<file path="config.mk">
export PLATFORM = sky130hd
export DESIGN_NAME = hardwired_control_unit_flat
export DESIGN_NICKNAME = d
export VERILOG_FILES = /design/src/rtl/cu_pkg.sv /design/src/rtl/hardwired_control_unit_if.sv /design/src/rtl/cu_decoder.sv /design/src/rtl/hardwired_control_unit.sv /design/src/flat_wrapper.sv
export SDC_FILE = /design/constraint.sdc
export NUM_CORES = 1
export LEC_CHECK = 0
export ABC_AREA = 1
export ABC_CLOCK_PERIOD_IN_PS = 1100
export BUFFER_PORTS_ARGS = -buffer_cell sky130_fd_sc_hd__clkbuf_2
export CAP_MARGIN = 20
export CORE_MARGIN = 2
export CORE_UTILIZATION = 25
export CTS_CLUSTER_SIZE = 14
export DETAILED_ROUTE_END_ITERATION = 10
export HOLD_SLACK_MARGIN = 0.03
export PLACE_DENSITY_LB_ADDON = 0.3
export RECOVER_POWER = 100
export SETUP_SLACK_MARGIN = 0.02
export SYNTH_ARGS = -nofsm -noshare
export SYNTH_HDL_FRONTEND = slang
export SYNTH_SLANG_ARGS = --single-unit
</file>
<file path="constraint.sdc">
create_clock -name Clock -period 1.1 [get_ports Clock]
set_input_delay 0.11 -clock Clock [delete_from_list [all_inputs] [get_ports Clock]]
set_output_delay 0.11 -clock Clock [all_outputs]
set_load 0.02 [all_outputs]
</file>
<file path="src/rtl/cu_pkg.sv">
// Shared types and encodings for the hardwired control unit that sequences ALUSystem.
package cu_pkg;

    typedef enum logic [1:0] {
        FETCH_L = 2'b00,
        FETCH_H = 2'b01,
        EXEC    = 2'b10,
        HALT    = 2'b11
    } state_t;

    localparam logic [3:0] OP_LDI  = 4'h0;
    localparam logic [3:0] OP_ADD  = 4'h1;
    localparam logic [3:0] OP_INC  = 4'h2;
    localparam logic [3:0] OP_BNE  = 4'h3;
    localparam logic [3:0] OP_HALT = 4'hF;

    localparam logic [1:0] FS_DEC   = 2'b00;
    localparam logic [1:0] FS_INC   = 2'b01;
    localparam logic [1:0] FS_LOAD  = 2'b10;
    localparam logic [1:0] FS_CLEAR = 2'b11;

    localparam logic [1:0] MUX_ALU  = 2'b00;
    localparam logic [1:0] MUX_MEM  = 2'b01;
    localparam logic [1:0] MUX_IRLO = 2'b10;
    localparam logic [1:0] MUX_ARFA = 2'b11;

    localparam logic [3:0] ALU_PASS_A = 4'b0000;
    localparam logic [3:0] ALU_ADD    = 4'b0100;

    localparam logic [1:0] ARF_OUT_PC = 2'b10;
    localparam logic [3:0] ARF_SEL_PC = 4'b0001;

    typedef struct packed {
        logic [2:0] rf_o1sel;
        logic [2:0] rf_o2sel;
        logic [1:0] rf_funsel;
        logic [3:0] rf_rsel;
        logic [3:0] rf_tsel;
        logic [3:0] alu_funsel;
        logic [1:0] arf_outasel;
        logic [1:0] arf_outbsel;
        logic [1:0] arf_funsel;
        logic [3:0] arf_rsel;
        logic       ir_lh;
        logic       ir_enable;
        logic [1:0] ir_funsel;
        logic       mem_wr;
        logic       mem_cs;
        logic [1:0] muxasel;
        logic [1:0] muxbsel;
        logic       muxcsel;
    } ctrl_t;

    // No register writes, memory deselected (Mem_CS is active-low).
    localparam ctrl_t CTRL_IDLE = '{mem_cs: 1'b1, default: '0};

    function automatic logic [3:0] rsel_mask(input logic [1:0] field);
        return 4'b1000 >> field;
    endfunction

endpackage

</file>
<file path="src/rtl/hardwired_control_unit_if.sv">
// Control word and status lines between the control unit (master) and ALUSystem (slave).
interface hardwired_control_unit_if;
    logic [15:0] IR_Out;
    logic [3:0]  ALU_FlagOut;
    logic [2:0]  RF_O1Sel;
    logic [2:0]  RF_O2Sel;
    logic [1:0]  RF_FunSel;
    logic [3:0]  RF_RSel;
    logic [3:0]  RF_TSel;
    logic [3:0]  ALU_FunSel;
    logic [1:0]  ARF_OutASel;
    logic [1:0]  ARF_OutBSel;
    logic [1:0]  ARF_FunSel;
    logic [3:0]  ARF_RSel;
    logic        IR_LH;
    logic        IR_Enable;
    logic [1:0]  IR_Funsel;
    logic        Mem_WR;
    logic        Mem_CS;
    logic [1:0]  MuxASel;
    logic [1:0]  MuxBSel;
    logic        MuxCSel;
    logic        Halted;
    logic [1:0]  SeqT;

    modport master (
        input  IR_Out, ALU_FlagOut,
        output RF_O1Sel, RF_O2Sel, RF_FunSel, RF_RSel, RF_TSel, ALU_FunSel,
               ARF_OutASel, ARF_OutBSel, ARF_FunSel, ARF_RSel,
               IR_LH, IR_Enable, IR_Funsel, Mem_WR, Mem_CS,
               MuxASel, MuxBSel, MuxCSel, Halted, SeqT
    );

    modport slave (
        output IR_Out, ALU_FlagOut,
        input  RF_O1Sel, RF_O2Sel, RF_FunSel, RF_RSel, RF_TSel, ALU_FunSel,
               ARF_OutASel, ARF_OutBSel, ARF_FunSel, ARF_RSel,
               IR_LH, IR_Enable, IR_Funsel, Mem_WR, Mem_CS,
               MuxASel, MuxBSel, MuxCSel, Halted, SeqT
    );
endinterface

</file>
<file path="src/rtl/cu_decoder.sv">
// Combinational decode of (state, instruction, Z flag) into the ALUSystem control word.
module cu_decoder
    import cu_pkg::*;
(
    input  state_t      state,
    input  logic [15:0] ir,
    input  logic        z,
    output ctrl_t       ctrl
);
    logic [3:0] opcode;
    logic [1:0] rd;
    logic [1:0] rs;

    assign opcode = ir[15:12];
    assign rd     = ir[11:10];
    assign rs     = ir[9:8];

    always_comb begin
        // NOTE: every field gets the idle default first so no path can infer a latch.
        ctrl = CTRL_IDLE;
        unique case (state)
            FETCH_L, FETCH_H: begin
                ctrl.arf_outbsel = ARF_OUT_PC;
                ctrl.mem_cs      = 1'b0;
                ctrl.ir_enable   = 1'b1;
                ctrl.ir_lh       = (state == FETCH_H);
                ctrl.ir_funsel   = FS_LOAD;
                ctrl.arf_rsel    = ARF_SEL_PC;
                ctrl.arf_funsel  = FS_INC;
            end
            EXEC: begin
                case (opcode)
                    OP_LDI: begin
                        ctrl.muxasel   = MUX_IRLO;
                        ctrl.rf_funsel = FS_LOAD;
                        ctrl.rf_rsel   = rsel_mask(rd);
                    end
                    OP_ADD: begin
                        ctrl.rf_o1sel   = {1'b0, rd};
                        ctrl.rf_o2sel   = {1'b0, rs};
                        ctrl.alu_funsel = ALU_ADD;
                        ctrl.muxasel    = MUX_ALU;
                        ctrl.rf_funsel  = FS_LOAD;
                        ctrl.rf_rsel    = rsel_mask(rd);
                    end
                    OP_INC: begin
                        ctrl.rf_funsel = FS_INC;
                        ctrl.rf_rsel   = rsel_mask(rd);
                    end
                    OP_BNE: begin
                        if (!z) begin
                            ctrl.muxbsel    = MUX_IRLO;
                            ctrl.arf_funsel = FS_LOAD;
                            ctrl.arf_rsel   = ARF_SEL_PC;
                        end
                    end
                    default: ;
                endcase
            end
            default: ;
        endcase
    end
endmodule

</file>
<file path="src/rtl/hardwired_control_unit.sv">
// Fetch/decode/execute sequencer: holds the state register and gates the control word with Reset.
module hardwired_control_unit
    import cu_pkg::*;
(
    input logic                       Clock,
    input logic                       Reset,
    hardwired_control_unit_if.master  bus
);
    state_t state;
    state_t next_state;
    ctrl_t  dec_ctrl;
    ctrl_t  ctrl;

    cu_decoder u_decoder (
        .state (state),
        .ir    (bus.IR_Out),
        .z     (bus.ALU_FlagOut[3]),
        .ctrl  (dec_ctrl)
    );

    // NOTE: sequential state uses non-blocking assignment so every reader sees the pre-edge value.
    always_ff @(posedge Clock) begin
        if (Reset) state <= FETCH_L;
        else       state <= next_state;
    end

    always_comb begin
        next_state = state;
        ctrl       = dec_ctrl;
        unique case (state)
            FETCH_L: next_state = FETCH_H;
            FETCH_H: next_state = EXEC;
            EXEC:    next_state = (bus.IR_Out[15:12] == OP_HALT) ? HALT : FETCH_L;
            HALT:    next_state = HALT;
            default: next_state = FETCH_L;
        endcase
        // Reset masks the word so an interrupted instruction never writes anything.
        if (Reset) ctrl = CTRL_IDLE;
    end

    assign bus.RF_O1Sel    = ctrl.rf_o1sel;
    assign bus.RF_O2Sel    = ctrl.rf_o2sel;
    assign bus.RF_FunSel   = ctrl.rf_funsel;
    assign bus.RF_RSel     = ctrl.rf_rsel;
    assign bus.RF_TSel     = ctrl.rf_tsel;
    assign bus.ALU_FunSel  = ctrl.alu_funsel;
    assign bus.ARF_OutASel = ctrl.arf_outasel;
    assign bus.ARF_OutBSel = ctrl.arf_outbsel;
    assign bus.ARF_FunSel  = ctrl.arf_funsel;
    assign bus.ARF_RSel    = ctrl.arf_rsel;
    assign bus.IR_LH       = ctrl.ir_lh;
    assign bus.IR_Enable   = ctrl.ir_enable;
    assign bus.IR_Funsel   = ctrl.ir_funsel;
    assign bus.Mem_WR      = ctrl.mem_wr;
    assign bus.Mem_CS      = ctrl.mem_cs;
    assign bus.MuxASel     = ctrl.muxasel;
    assign bus.MuxBSel     = ctrl.muxbsel;
    assign bus.MuxCSel     = ctrl.muxcsel;
    assign bus.Halted      = !Reset && (state == HALT);
    assign bus.SeqT        = Reset ? 2'b00 : state;
endmodule
</file>
<file path="src/flat_wrapper.sv">
// flat-port wrapper written by rule: the top's interface ports become plain ports
module hardwired_control_unit_flat import cu_pkg::*;
  (Clock, Reset, bus_IR_Out, bus_ALU_FlagOut, bus_RF_O1Sel, bus_RF_O2Sel, bus_RF_FunSel, bus_RF_RSel, bus_RF_TSel, bus_ALU_FunSel, bus_ARF_OutASel, bus_ARF_OutBSel, bus_ARF_FunSel, bus_ARF_RSel, bus_IR_LH, bus_IR_Enable, bus_IR_Funsel, bus_Mem_WR, bus_Mem_CS, bus_MuxASel, bus_MuxBSel, bus_MuxCSel, bus_Halted, bus_SeqT);
  hardwired_control_unit_if bus_i ();
  input logic Clock;
  input logic Reset;
  input wire logic [$bits(bus_i.IR_Out)-1:0] bus_IR_Out;
  input wire logic [$bits(bus_i.ALU_FlagOut)-1:0] bus_ALU_FlagOut;
  output wire logic [$bits(bus_i.RF_O1Sel)-1:0] bus_RF_O1Sel;
  output wire logic [$bits(bus_i.RF_O2Sel)-1:0] bus_RF_O2Sel;
  output wire logic [$bits(bus_i.RF_FunSel)-1:0] bus_RF_FunSel;
  output wire logic [$bits(bus_i.RF_RSel)-1:0] bus_RF_RSel;
  output wire logic [$bits(bus_i.RF_TSel)-1:0] bus_RF_TSel;
  output wire logic [$bits(bus_i.ALU_FunSel)-1:0] bus_ALU_FunSel;
  output wire logic [$bits(bus_i.ARF_OutASel)-1:0] bus_ARF_OutASel;
  output wire logic [$bits(bus_i.ARF_OutBSel)-1:0] bus_ARF_OutBSel;
  output wire logic [$bits(bus_i.ARF_FunSel)-1:0] bus_ARF_FunSel;
  output wire logic [$bits(bus_i.ARF_RSel)-1:0] bus_ARF_RSel;
  output wire logic [$bits(bus_i.IR_LH)-1:0] bus_IR_LH;
  output wire logic [$bits(bus_i.IR_Enable)-1:0] bus_IR_Enable;
  output wire logic [$bits(bus_i.IR_Funsel)-1:0] bus_IR_Funsel;
  output wire logic [$bits(bus_i.Mem_WR)-1:0] bus_Mem_WR;
  output wire logic [$bits(bus_i.Mem_CS)-1:0] bus_Mem_CS;
  output wire logic [$bits(bus_i.MuxASel)-1:0] bus_MuxASel;
  output wire logic [$bits(bus_i.MuxBSel)-1:0] bus_MuxBSel;
  output wire logic [$bits(bus_i.MuxCSel)-1:0] bus_MuxCSel;
  output wire logic [$bits(bus_i.Halted)-1:0] bus_Halted;
  output wire logic [$bits(bus_i.SeqT)-1:0] bus_SeqT;
  assign bus_i.IR_Out = bus_IR_Out;
  assign bus_i.ALU_FlagOut = bus_ALU_FlagOut;
  assign bus_RF_O1Sel = bus_i.RF_O1Sel;
  assign bus_RF_O2Sel = bus_i.RF_O2Sel;
  assign bus_RF_FunSel = bus_i.RF_FunSel;
  assign bus_RF_RSel = bus_i.RF_RSel;
  assign bus_RF_TSel = bus_i.RF_TSel;
  assign bus_ALU_FunSel = bus_i.ALU_FunSel;
  assign bus_ARF_OutASel = bus_i.ARF_OutASel;
  assign bus_ARF_OutBSel = bus_i.ARF_OutBSel;
  assign bus_ARF_FunSel = bus_i.ARF_FunSel;
  assign bus_ARF_RSel = bus_i.ARF_RSel;
  assign bus_IR_LH = bus_i.IR_LH;
  assign bus_IR_Enable = bus_i.IR_Enable;
  assign bus_IR_Funsel = bus_i.IR_Funsel;
  assign bus_Mem_WR = bus_i.Mem_WR;
  assign bus_Mem_CS = bus_i.Mem_CS;
  assign bus_MuxASel = bus_i.MuxASel;
  assign bus_MuxBSel = bus_i.MuxBSel;
  assign bus_MuxCSel = bus_i.MuxCSel;
  assign bus_Halted = bus_i.Halted;
  assign bus_SeqT = bus_i.SeqT;
  hardwired_control_unit u_core (.Clock(Clock), .Reset(Reset), .bus(bus_i));
endmodule
</file>
# After elaboration in Yosys (flattened, before gate mapping)
# Index checks and enable logic that the tools add are counted.
[totals] ff_bits=2 input_bits=22
[op_classes] reduce_logical=6 muxes=19 shifts=1 eq_ne=7
[ops] operator="$mux W40" n=1
[ops] operator="$pmux W6 S2" n=2
[ops] operator="$mux W2" n=6
[ops] operator="$mux W6" n=2
[ops] operator="$mux W11" n=1
[ops] operator="$eq A4 B2 Y1 const B" n=2
[ops] operator="$mux W4" n=2
[ops] operator="$pmux W2 S4" n=1
[ops] operator="$mux W3" n=2
[ops] operator="$mux W5" n=1
[ops] operator="$eq A2 B2 Y1 const B" n=2
[ops] operator="$eq A4 B1 Y1 const B" n=1
[ops] operator="$eq A4 B4 Y1 const B" n=1
[ops] operator="$logic_not A4 Y1" n=1
[ops] operator="$reduce_or A2 Y1" n=2
[ops] operator="$shr A4 B2 Y4 const A" n=1
[ops] operator="$eq A2 B1 Y1 const B" n=1
[ops] operator="$logic_not A2 Y1" n=1
[ops] operator="$logic_and A1 B1 Y1" n=1
[ops] operator="$logic_not A1 Y1" n=1
[ops] operator="$mux W1" n=1

# Longest topological paths before layout
# Gate-level depths: netlist of the first run.
[logic_depth] depth_word=5 mapped_depth=5 depth_no_buf=5

# By module
# A second synthesis of the first run with hierarchy kept.
[unflattened] hier_cells=174 hier_area_um2=853.3
[modules_own_cells] module="hardwired_control_unit" area_per_inst_um2=485.5 seq_area_each_um2=40.0 cells_each=105 instances=1
[modules_own_cells] module="cu_decoder" area_per_inst_um2=367.9 seq_area_each_um2=0.0 cells_each=69 instances=1

# Worst setup path before layout of the first run
# Ideal clock, no wire load.
[synth_path] path_type="register -> output" startpoint="reg u_core.state[1]" endpoint="out bus_ARF_RSel[0]" required_time_ps=990 stages_incl_launch_ff=4 t_arrival_ps=1219 slack_ps=-229 path_buffers=0 cell_sequence="dfxtp_1 -> nor2_1 -> inv_1 -> o21ai_1"
[synth_between] elab_chain_cells=4
[synth_lines] element="start, declared" line_no="hardwired_control_unit.sv:9" rtl="state_t state;"
[synth_lines] element="start signal, assigned" line_no="hardwired_control_unit.sv:24" rtl="else state <= next_state;"
[synth_lines] element="$eq A2 B1 Y1 or $logic_not A2 Y1 (tied branches)" line_no="cu_decoder.sv:21" rtl="unique case (state)"
[synth_lines] element="$reduce_or A2 Y1" line_no="cu_decoder.sv:21"
[synth_lines] element="$pmux W6 S2 (*)" line_no="cu_decoder.sv:21"
[synth_lines] element="$mux W40 (*)" line_no="hardwired_control_unit.sv:38" rtl="if (Reset) ctrl = CTRL_IDLE;"
[synth_lines] element="end, declared" line_no="flat_wrapper.sv:18" rtl="output wire logic [$bits(bus_i.ARF_RSel)-1:0] bus_ARF_RSel;"
# Every way passes the cells marked *; elsewhere a longest branch is shown, timed or not.

# Worst setup path after layout of the first run
[layout_path] startpoint="reg u_core.state[1]" endpoint="out bus_RF_RSel[2]"
[layout_between] elab_chain_cells=3
[layout_lines] element="$eq A2 B2 Y1" line_no="cu_decoder.sv:21"
[layout_lines] element="$mux W11" line_no="cu_decoder.sv:21"
[layout_lines] element="$mux W40" line_no="hardwired_control_unit.sv:38"
[layout_lines] element="end, declared" line_no="flat_wrapper.sv:12" rtl="output wire logic [$bits(bus_i.RF_RSel)-1:0] bus_RF_RSel;"
# Every way passes these cells.

==> results of run 1 <==
## stage by stage
step | hold slack [ns] | instance area, um^2 | setup TNS (ns)
after floorplan | 0.255 | 608 | -0.310
after global placement | 0.419 | 689 | -0.0954
after detailed placement | 0.417 | 689 | -0.245
after CTS | 0.172 | 855 | -2.99
after global routing | 0.216 | 895 | -4.20
final | 0.187 | 895 | -2.78
## critical path, delay by kind of cell, from the launching register on
kind	cells	cell delay, ns
buf+inv	2	0.22
flops	1	0.32
simple gates	3	0.43
## layer usage
layer | part of all wire (%) | global-route usage, %
met1 | 37 | 12.6
met2 | 52 | 21.1
met3 | 11 | 4.31
met4 | 0 | 1.71
met5 | 0 | 0
## worst paths after layout
| check | from | end | slack [ns] | cells past startpoint |
|---|---|---|---|---|
| hold reg to reg | u_core.state[0] | u_core.state[0] | 0.58 | 3 |
| setup / recovery | u_core.state[1] | bus_RF_RSel[2] | -0.21 | 5 |
| setup reg to reg | u_core.state[1] | u_core.state[1] | 0.06 | 6 |
| hold / removal | bus_IR_Out[14] | u_core.state[0] | 0.19 | 3 |
## synthesized netlist by cell type, drive strengths merged
library cell | number | share of area (%)
nor3 | 6 | 6.7
nand3 | 4 | 4.5
o21ai | 2 | 2.2
nand2 | 10 | 10
a21oi | 1 | 1.1
buf | 22 | 37
inv | 15 | 13
dfxtp | 2 | 9.0
conb | 1 | 0.84
nor2 | 17 | 16
## area by class of cell
type,instances,area (um^2)
inverters,15,61.3
flip-flops and latches,2,45.0
clock buffers,3,22.5
repair buffers,41,355
multi-input cells,60,379
well taps,25,31.3
fillers,169,813
## power groups by stage
stage | Combinational [uW] | Clock (uW) | Sequential [uW]
final | 304 | 160 | 91.3
after global routing | 333 | 180 | 92.9
after CTS | 282 | 171 | 91.6
after detailed placement | 253 | 0 | 87.6
after global placement | 251 | 0 | 87.5
after floorplan | 232 | 0 | 87.2
## what timing repair did
item | 4_1_cts | 5_1_grt
pin swaps | 6 | 0
buffers inserted | 0 | 1
gates resized for setup | 37 | 18
endpoints found under the setup margin | 23 | 23
## cells by family after synthesis
family / count (synthesis) / synth area share, %
flip-flops: 2 / 8.96
AO/OA/AOI/OAI: 3 / 3.36
other: 1 / 0.840
buffers and inverters: 37 / 49.6
AND/OR/NAND/NOR: 37 / 37.3
==> impl_metrics.toml, run 1 <==
[run_status]
status = "complete, but fails checks"
violations = "setup timing"

[grt]
grt_pass1_wl_mm = 1.81
grt_overflow = 0
grt_max_degree = 8
grt_usage_pct = 11.5
antenna_found_initial = 0
grt_pass1_vias = 462

[finish]
fin_nets = 145
largest_reg_flops = 2
drive_gt1_share_pct = 57.0
final_common_cell = "conb_1"
final_cell_mix = "20 x conb_1, 14 x clkbuf_2, 11 x inv_1, 9 x clkbuf_4, 9 x clkbuf_8"
reg.largest.list = "u_core.state x2"
syn_to_final_growth_pct = 100
final_util_pct = 52.4
largest-register = "u_core.state"
antenna_cells = 0
instances_no_fill = 146

[routing]
dr.pass1.iters = 2
drc_errors = 0
wl_per_cell_um = 7.87
viasPerCell = 3.81
ant_nets = 0
vias = 556
drt_iter0_drc = 2
totalWireLength_mm = 1.15

[clock_network]
clk_pin_slew_worst_paths_ns = 0.03
holdBufCountCts = 0
numCtsBuffers = 3
clk_latency_ns = 0.22
clock-sinks = 2
cts_tree = "yes"
clockBufferDepth = 2
cts-root-buf = "clkbuf_4"
htreeDepth = 1

[floorplan]
io_pins = 66
num_rows = 15
start_util_pct = 26.2
die-height_um = 46.3
die_w_um = 46.3
core_area_um2 = 1710
dieArea_um2 = 2140

[logic_synthesis]
ys_seq_area_share_pct = 8.96
synth.cell_area_um2 = 447
synth_cells = 80
ys_ff_latch = 2
yosysUniqueCellTypes = 14
syn-mean-instance-area_um2 = 5.58
ys_warn_count = 0

[worst_hold_path]
hold_path.class = "in -> reg"

[worst_setup_path]
path_max_fanout = 7
worstPathRequired_ns = 0.99
cp-end-kind = "output pin"
arrival_ns = 1.20
crit_path_start_kind = "flip-flop"
cp_slowest_stage_delay_ns = 0.32
cp_slowest_cell = "dfxtp_2"
path_class = "reg -> out"
path_cells = "inv_2 > nor2_4 > nand2_8 > nor3_4 > clkbuf_8"

[power_and_ir_drop]
powerDensity_nw_per_um2 = 621
power_switching_share_pct = 45.5
leakagePower_uw = 0.000491
comb_power_share_pct = 54.7
p_switching_uw = 253
ir_drop_v = 0.000551
pwr-share-seq_pct = 16.4
pwr-share-clk_pct = 28.9
p_int_uw = 303
total_power_uw = 555

[sta]
finalMaxSlewViolations = 0
finClkSkew_ns = 0.00327
setup_violations = 19
rsz0062_at_grt = "yes"
max_freq_mhz = 765
timing.final.ws_setup_ns = -0.207
period_minus_slack_ns = 1.31
hold_viol = 0
period_share_pct = 119

[placement]
post-place-ws_ns = -0.0480
dp_cells = 142
hpwl_um = 958
io_buffers = 34
gp_congestion = 0.659

[flow_run]
drv_cap = 0
No activity file was read; power rests on OpenSTA's default activity.
==> run 2: changes to the inputs <==
ABC_AREA = not set   (was 1)
CORE_ASPECT_RATIO = 1.4   (was not set)
CORE_MARGIN = 3   (was 2)
==> impl_metrics.toml, run 2 <==
[placement]
hpwl_mm = 1.24
gp_congestion = 0.684
dp_cells = 127
io_buffers = 34

[logic_synthesis]
synth_edf_count = 0
synth_area_leaders = "buf_4 35%, nor4_1 15%, dfxtp_1 8.6%"
synth_top_area_share_pct = 35.4
yosys-top-cells-count = "22 x buf_4, 11 x nor4_1, 7 x inv_1"
ys_warn_count = 0
synth.most_common_cell = "buf_4"
synth_top_area_cell = "buf_4"
ys_async_sr_fraction_pct = 0
synth_ff_type = "dfxtp_1"
ys_seq_area_share_pct = 8.58
synth.cell_area_um2 = 467
syn-mean-instance-area_um2 = 7.18
synth_cells = 65
yosysUniqueCellTypes = 22
ys_ff_latch = 2

[finish]
instances_no_fill = 136
final_util_pct = 68.1
final_common_cell = "buf_4"
reg.largest.list = "u_core.state x2"
largest_reg_flops = 2
drive_gt1_share_pct = 71.8
syn_to_final_growth_pct = 142
final_cell_mix = "28 x buf_4, 20 x conb_1, 11 x nor4_4, 10 x clkbuf_2"
antenna_cells = 0
fin_nets = 141
largest-register = "u_core.state"

[worst_hold_path]
min_to = "u_core.state[0]"
min_from = "Reset"
hold_depth = 3
hold_path.class = "in -> reg"

[worst_setup_path]
crit_path_start_kind = "flip-flop"
reg2reg_from = "u_core.state[0]"
arrival_ns = 1.62
worstPathRequired_ns = 0.99
cp-end-kind = "output pin"
r2r_cells = 4
ff2ff_setup_slack_ns = 0.02
path_max_fanout = 8
reg2reg_to = "u_core.state[1]"
path_class = "reg -> out"

[floorplan]
dieArea_um2 = 2430
num_rows = 17
core_area_um2 = 1660
io_pins = 66
start_util_pct = 28.1
die-height_um = 57.1
die_w_um = 42.5

[clock_network]
cts_tree = "yes"
clock-sinks = 2
clk_pin_slew_worst_paths_ns = 0.03
htreeDepth = 1
holdBufCountCts = 0
clockBufferDepth = 2
numCtsBuffers = 3
clk_latency_ns = 0.23
cts-root-buf = "clkbuf_4"

[routing]
drc_errors = 0
vias = 618
viasPerCell = 4.54
wl_per_cell_um = 13.2
drt_iter0_drc = 8
ant_nets = 0
totalWireLength_mm = 1.79
dr.pass1.iters = 4

[flow_run]
drv_cap = 0

[grt]
antenna_found_initial = 0
grt_pass1_vias = 625
grt_max_degree = 9
grt_overflow = 0
grt_usage_pct = 15.3
grt_pass1_wl_mm = 2.88

[sta]
finalMaxSlewViolations = 0
finClkSkew_ns = 0.00120
hold_viol = 0
period_minus_slack_ns = 1.73
timing.final.ws_setup_ns = -0.629
setup_violations = 24
max_freq_mhz = 578
period_share_pct = 157
rsz0062_at_grt = "yes"

[power_and_ir_drop]
ir_drop_v = 0.000367
powerDensity_nw_per_um2 = 621
leakagePower_uw = 0.000540

[run_status]
violations = "setup timing"
status = "complete, but fails checks"
-- run 2: repair_timing --
| item | CTS | global route |
|---|---|---|
| endpoints found under the setup margin | 24 | 25 |
| gates resized for setup | 36 | 34 |
| setup buffers | 6 | 2 |
| pin swaps | 8 | 4 |
-- run 2: layout make-up --
class | count | area [um^2]
fill | 132 | 529
multi-input combinational | 51 | 518
timing repair buffer | 54 | 492
sequential | 2 | 45.0
inverter | 7 | 28.8
tap | 19 | 23.8
clock buffer | 3 | 22.5
-- run 2: power breakdown --
group / switching [uW] / internal [uW] / total [uW] / leakage [uW]
registers: 7.82 / 81.4 / 89.2 / 0.0000175
logic: 257 / 191 / 448 / 0.000509
clock network: 43.9 / 120 / 164 / 0.0000138
total: 309 / 393 / 702 / 0.000540
-- run 2: worst max path at each step --
stage / start / end / slack, ns / cells past startpoint
after floorplan: u_core.state[1] / bus_MuxBSel[1] / -0.38 / 3
after global placement: u_core.state[1] / bus_RF_O1Sel[1] / -0.39 / 4
after detailed placement: u_core.state[1] / bus_RF_O1Sel[0] / -0.42 / 4
after CTS: u_core.state[1] / bus_RF_FunSel[0] / -0.62 / 4
after global routing: u_core.state[1] / bus_RF_FunSel[0] / -0.72 / 4
final: u_core.state[1] / bus_RF_FunSel[0] / -0.63 / 4
-- run 2: cell families (layout without fill, tap and decap cells) --
group                  after synthesis  after routing  synth area share, %
other                                1             20                0.804
and+or+nand+nor                     28             28                 41.3
AOI/OAI and AO/OA                    3              3                 5.10
buffers and inverters               31             64                 44.2
DFF                                  2              2                 8.58
-- run 2: routing by layer --
| layer | wire length, um | up-vias | global-route usage [%] |
|---|---|---|---|
| met2 | 1110 | 31 | 30.7 |
| met3 | 149 | 0 | 5.68 |
| met5 | 0 | - | 0 |
| met1 | 535 | 298 | 13.7 |
| li1 | - | 289 | - |
| met4 | 0 | 0 | 4.00 |
-- run 2: critical path: stages (launching register included) --
cell     delay, ns
dfxtp_2       0.31
or4b_4        0.51
buf_12        0.18
nor4b_4       0.21
buf_4         0.18
-- run 2: stage by stage --
| stage | hold slack, ns | area (um^2) | setup TNS (ns) | total power [uW] | worst slack [ns] |
|---|---|---|---|---|---|
| final | 0.188 | 1130 | -9.72 | 702 | -0.629 |
| after global routing | 0.199 | 1130 | -11.13 | 749 | -0.717 |
| after CTS | 0.168 | 1080 | -10.33 | 678 | -0.623 |
| after detailed placement | 0.396 | 883 | -5.67 | 422 | -0.420 |
| after global placement | 0.401 | 883 | -5.44 | 416 | -0.389 |
| after floorplan | 0.175 | 752 | -4.54 | 365 | -0.380 |
==> run 3: changes to the inputs <==
ABC_CLOCK_PERIOD_IN_PS = 2210   (was 1100)
GPL_TIMING_DRIVEN = 0   (was not set)
clock period = 2.21 ns   (was 1.1 ns; I/O delays follow)
==> impl_metrics.toml, run 3 (synthesis results as in run 2) <==
[clock_network]
cts-root-buf = "clkbuf_4"
clk_latency_ns = 0.22
numCtsBuffers = 3
clock-sinks = 2
holdBufCountCts = 0
clockBufferDepth = 2
cts_tree = "yes"
clk_pin_slew_worst_paths_ns = 0.03
cts_resized = 0
post-cts-setup-buffers = 0
htreeDepth = 1

[sta]
max_freq_mhz = 511
fin_setup_tns_ns = 0
finalMaxSlewViolations = 0
period_minus_slack_ns = 1.96
hold_viol = 0
finClkSkew_ns = 0.00266
rsz0062_at_grt = "no"
period_share_pct = 88.5
setup_violations = 0

[worst_hold_path]
min_from = "Reset"
hold_depth = 2
min_to = "u_core.state[0]"
hold_path.class = "in -> reg"

[routing]
totalWireLength_mm = 1.28
vias = 558
viasPerCell = 3.99
drc_errors = 0
ant_nets = 0
wl_per_cell_um = 9.13
dr.pass1.iters = 4
drt_iter0_drc = 15

[grt]
grt_pass1_wl_mm = 1.96
grt_pass1_vias = 458
grt_overflow = 0
grt_usage_pct = 10.1
grt_max_degree = 11
antenna_found_initial = 0

[flow_run]
drv_cap = 0

[floorplan]
io_pins = 66
dieArea_um2 = 2430
start_util_pct = 28.1
num_rows = 17
core_area_um2 = 1660
die_w_um = 42.5
die-height_um = 57.1

[power_and_ir_drop]
comb_power_share_pct = 51.8
p_int_uw = 151
pwr-share-clk_pct = 30.9
powerDensity_nw_per_um2 = 361
leakagePower_uw = 0.000383
power_switching_share_pct = 42.3
p_switching_uw = 111
ir_drop_v = 0.000264
pwr-share-seq_pct = 17.4

[run_status]
status = "finished, final reports clean"

[worst_setup_path]
path_max_fanout = 10
reg2reg_from = "u_core.state[0]"
cp_num_buf_inv = 2
reg2reg_to = "u_core.state[1]"
crit_path_start_kind = "flip-flop"
r2r_cells = 2
cp.depth = 4
critical_path.top_delay_family = "simple AND/OR/NAND/NOR gates"
cp_slowest_stage_delay_ns = 0.49
path_cells = "or4b_4 > buf_6 > nor4_1 > clkbuf_1"
worstPathRequired_ns = 1.99
cp_slowest_cell = "or4b_4"
path_class = "reg -> out"
ff2ff_setup_slack_ns = 1.38
cp-end-kind = "output pin"
arrival_ns = 1.73

[finish]
fin_nets = 145
stdcell_area_um2 = 726
reg.largest.list = "u_core.state x2"
largest-register = "u_core.state"
final_common_cell = "clkbuf_1"
syn_to_final_growth_pct = 55.5
drive_gt1_share_pct = 33.1
antenna_cells = 0
final_cell_mix = "24 x clkbuf_1, 22 x buf_4, 20 x conb_1, 11 x nor4_1, 11 x clkbuf_2"
largest_reg_flops = 2

[placement]
io_buffers = 34
placed_area_um2 = 732
hpwl_mm = 1.11
gp_congestion = 0.685
[run 3: cell types whose count changed in the layout (fill, tap and decap cells not counted), sizes merged]
cell / change
buf: -17
clkbuf: +21
[run 3: per-layer routing]
| metal | GRT usage, % | part of all wire (%) | vias up |
|---|---|---|---|
| met5 | 0 | 0 | - |
| met4 | 4.00 | 0 | 0 |
| met3 | 4.10 | 14 | 0 |
| met2 | 16.8 | 49 | 35 |
| met1 | 11.4 | 36 | 225 |
| li1 | - | - | 298 |
[run 3: metrics by stage]
step | worst slack (ns) | std cells | total power, uW | util (%) | hold WS (ns)
floorplan | 0.331 | 84 | 151 | - | 0.294
global placement | 0.523 | 137 | 183 | 44.1 | 0.433
detailed placement | 0.506 | 137 | 184 | 44.1 | 0.445
CTS | 0.274 | 140 | 269 | 45.5 | 0.207
global route | 0.122 | 140 | 287 | 43.7 | 0.230
finish | 0.254 | 140 | 262 | 43.7 | 0.217
[run 3: how the worst max path moves through the flow]
stage,endpoint,startpoint,slack (ns)
finish,bus_RF_O1Sel[1],u_core.state[1],0.25
global route,bus_MuxBSel[1],u_core.state[1],0.12
CTS,bus_RF_O1Sel[1],u_core.state[1],0.27
detailed placement,bus_RF_O1Sel[1],Reset,0.51
global placement,bus_ARF_FunSel[1],Reset,0.52
floorplan,bus_ARF_FunSel[1],u_core.state[1],0.33
[run 3: worst reg2reg max path: stages (launching register included)]
cell      delay (ns)
dfxtp_1         0.36
and2b_1         0.20
o21bai_1        0.15
[run 3: cell type report]
type / count / area, um^2
fillers: 203 / 933
multi-input cells: 51 / 292
plain buffers: 24 / 180
repair buffers: 34 / 141
flip-flops and latches: 2 / 40.0
inverters: 7 / 26.3
well taps: 19 / 23.8
clock buffers: 3 / 22.5
[run 3: power by group through the flow]
stage	Sequential [uW]	Combinational, uW	Clock (uW)
2_1_floorplan	44.3	107	0
3_3_place_gp	45.7	138	0
3_5_place_dp	46.0	138	0
4_1_cts	45.5	139	85.2
5_1_grt	46.5	148	91.9
6_report	45.5	136	81.0
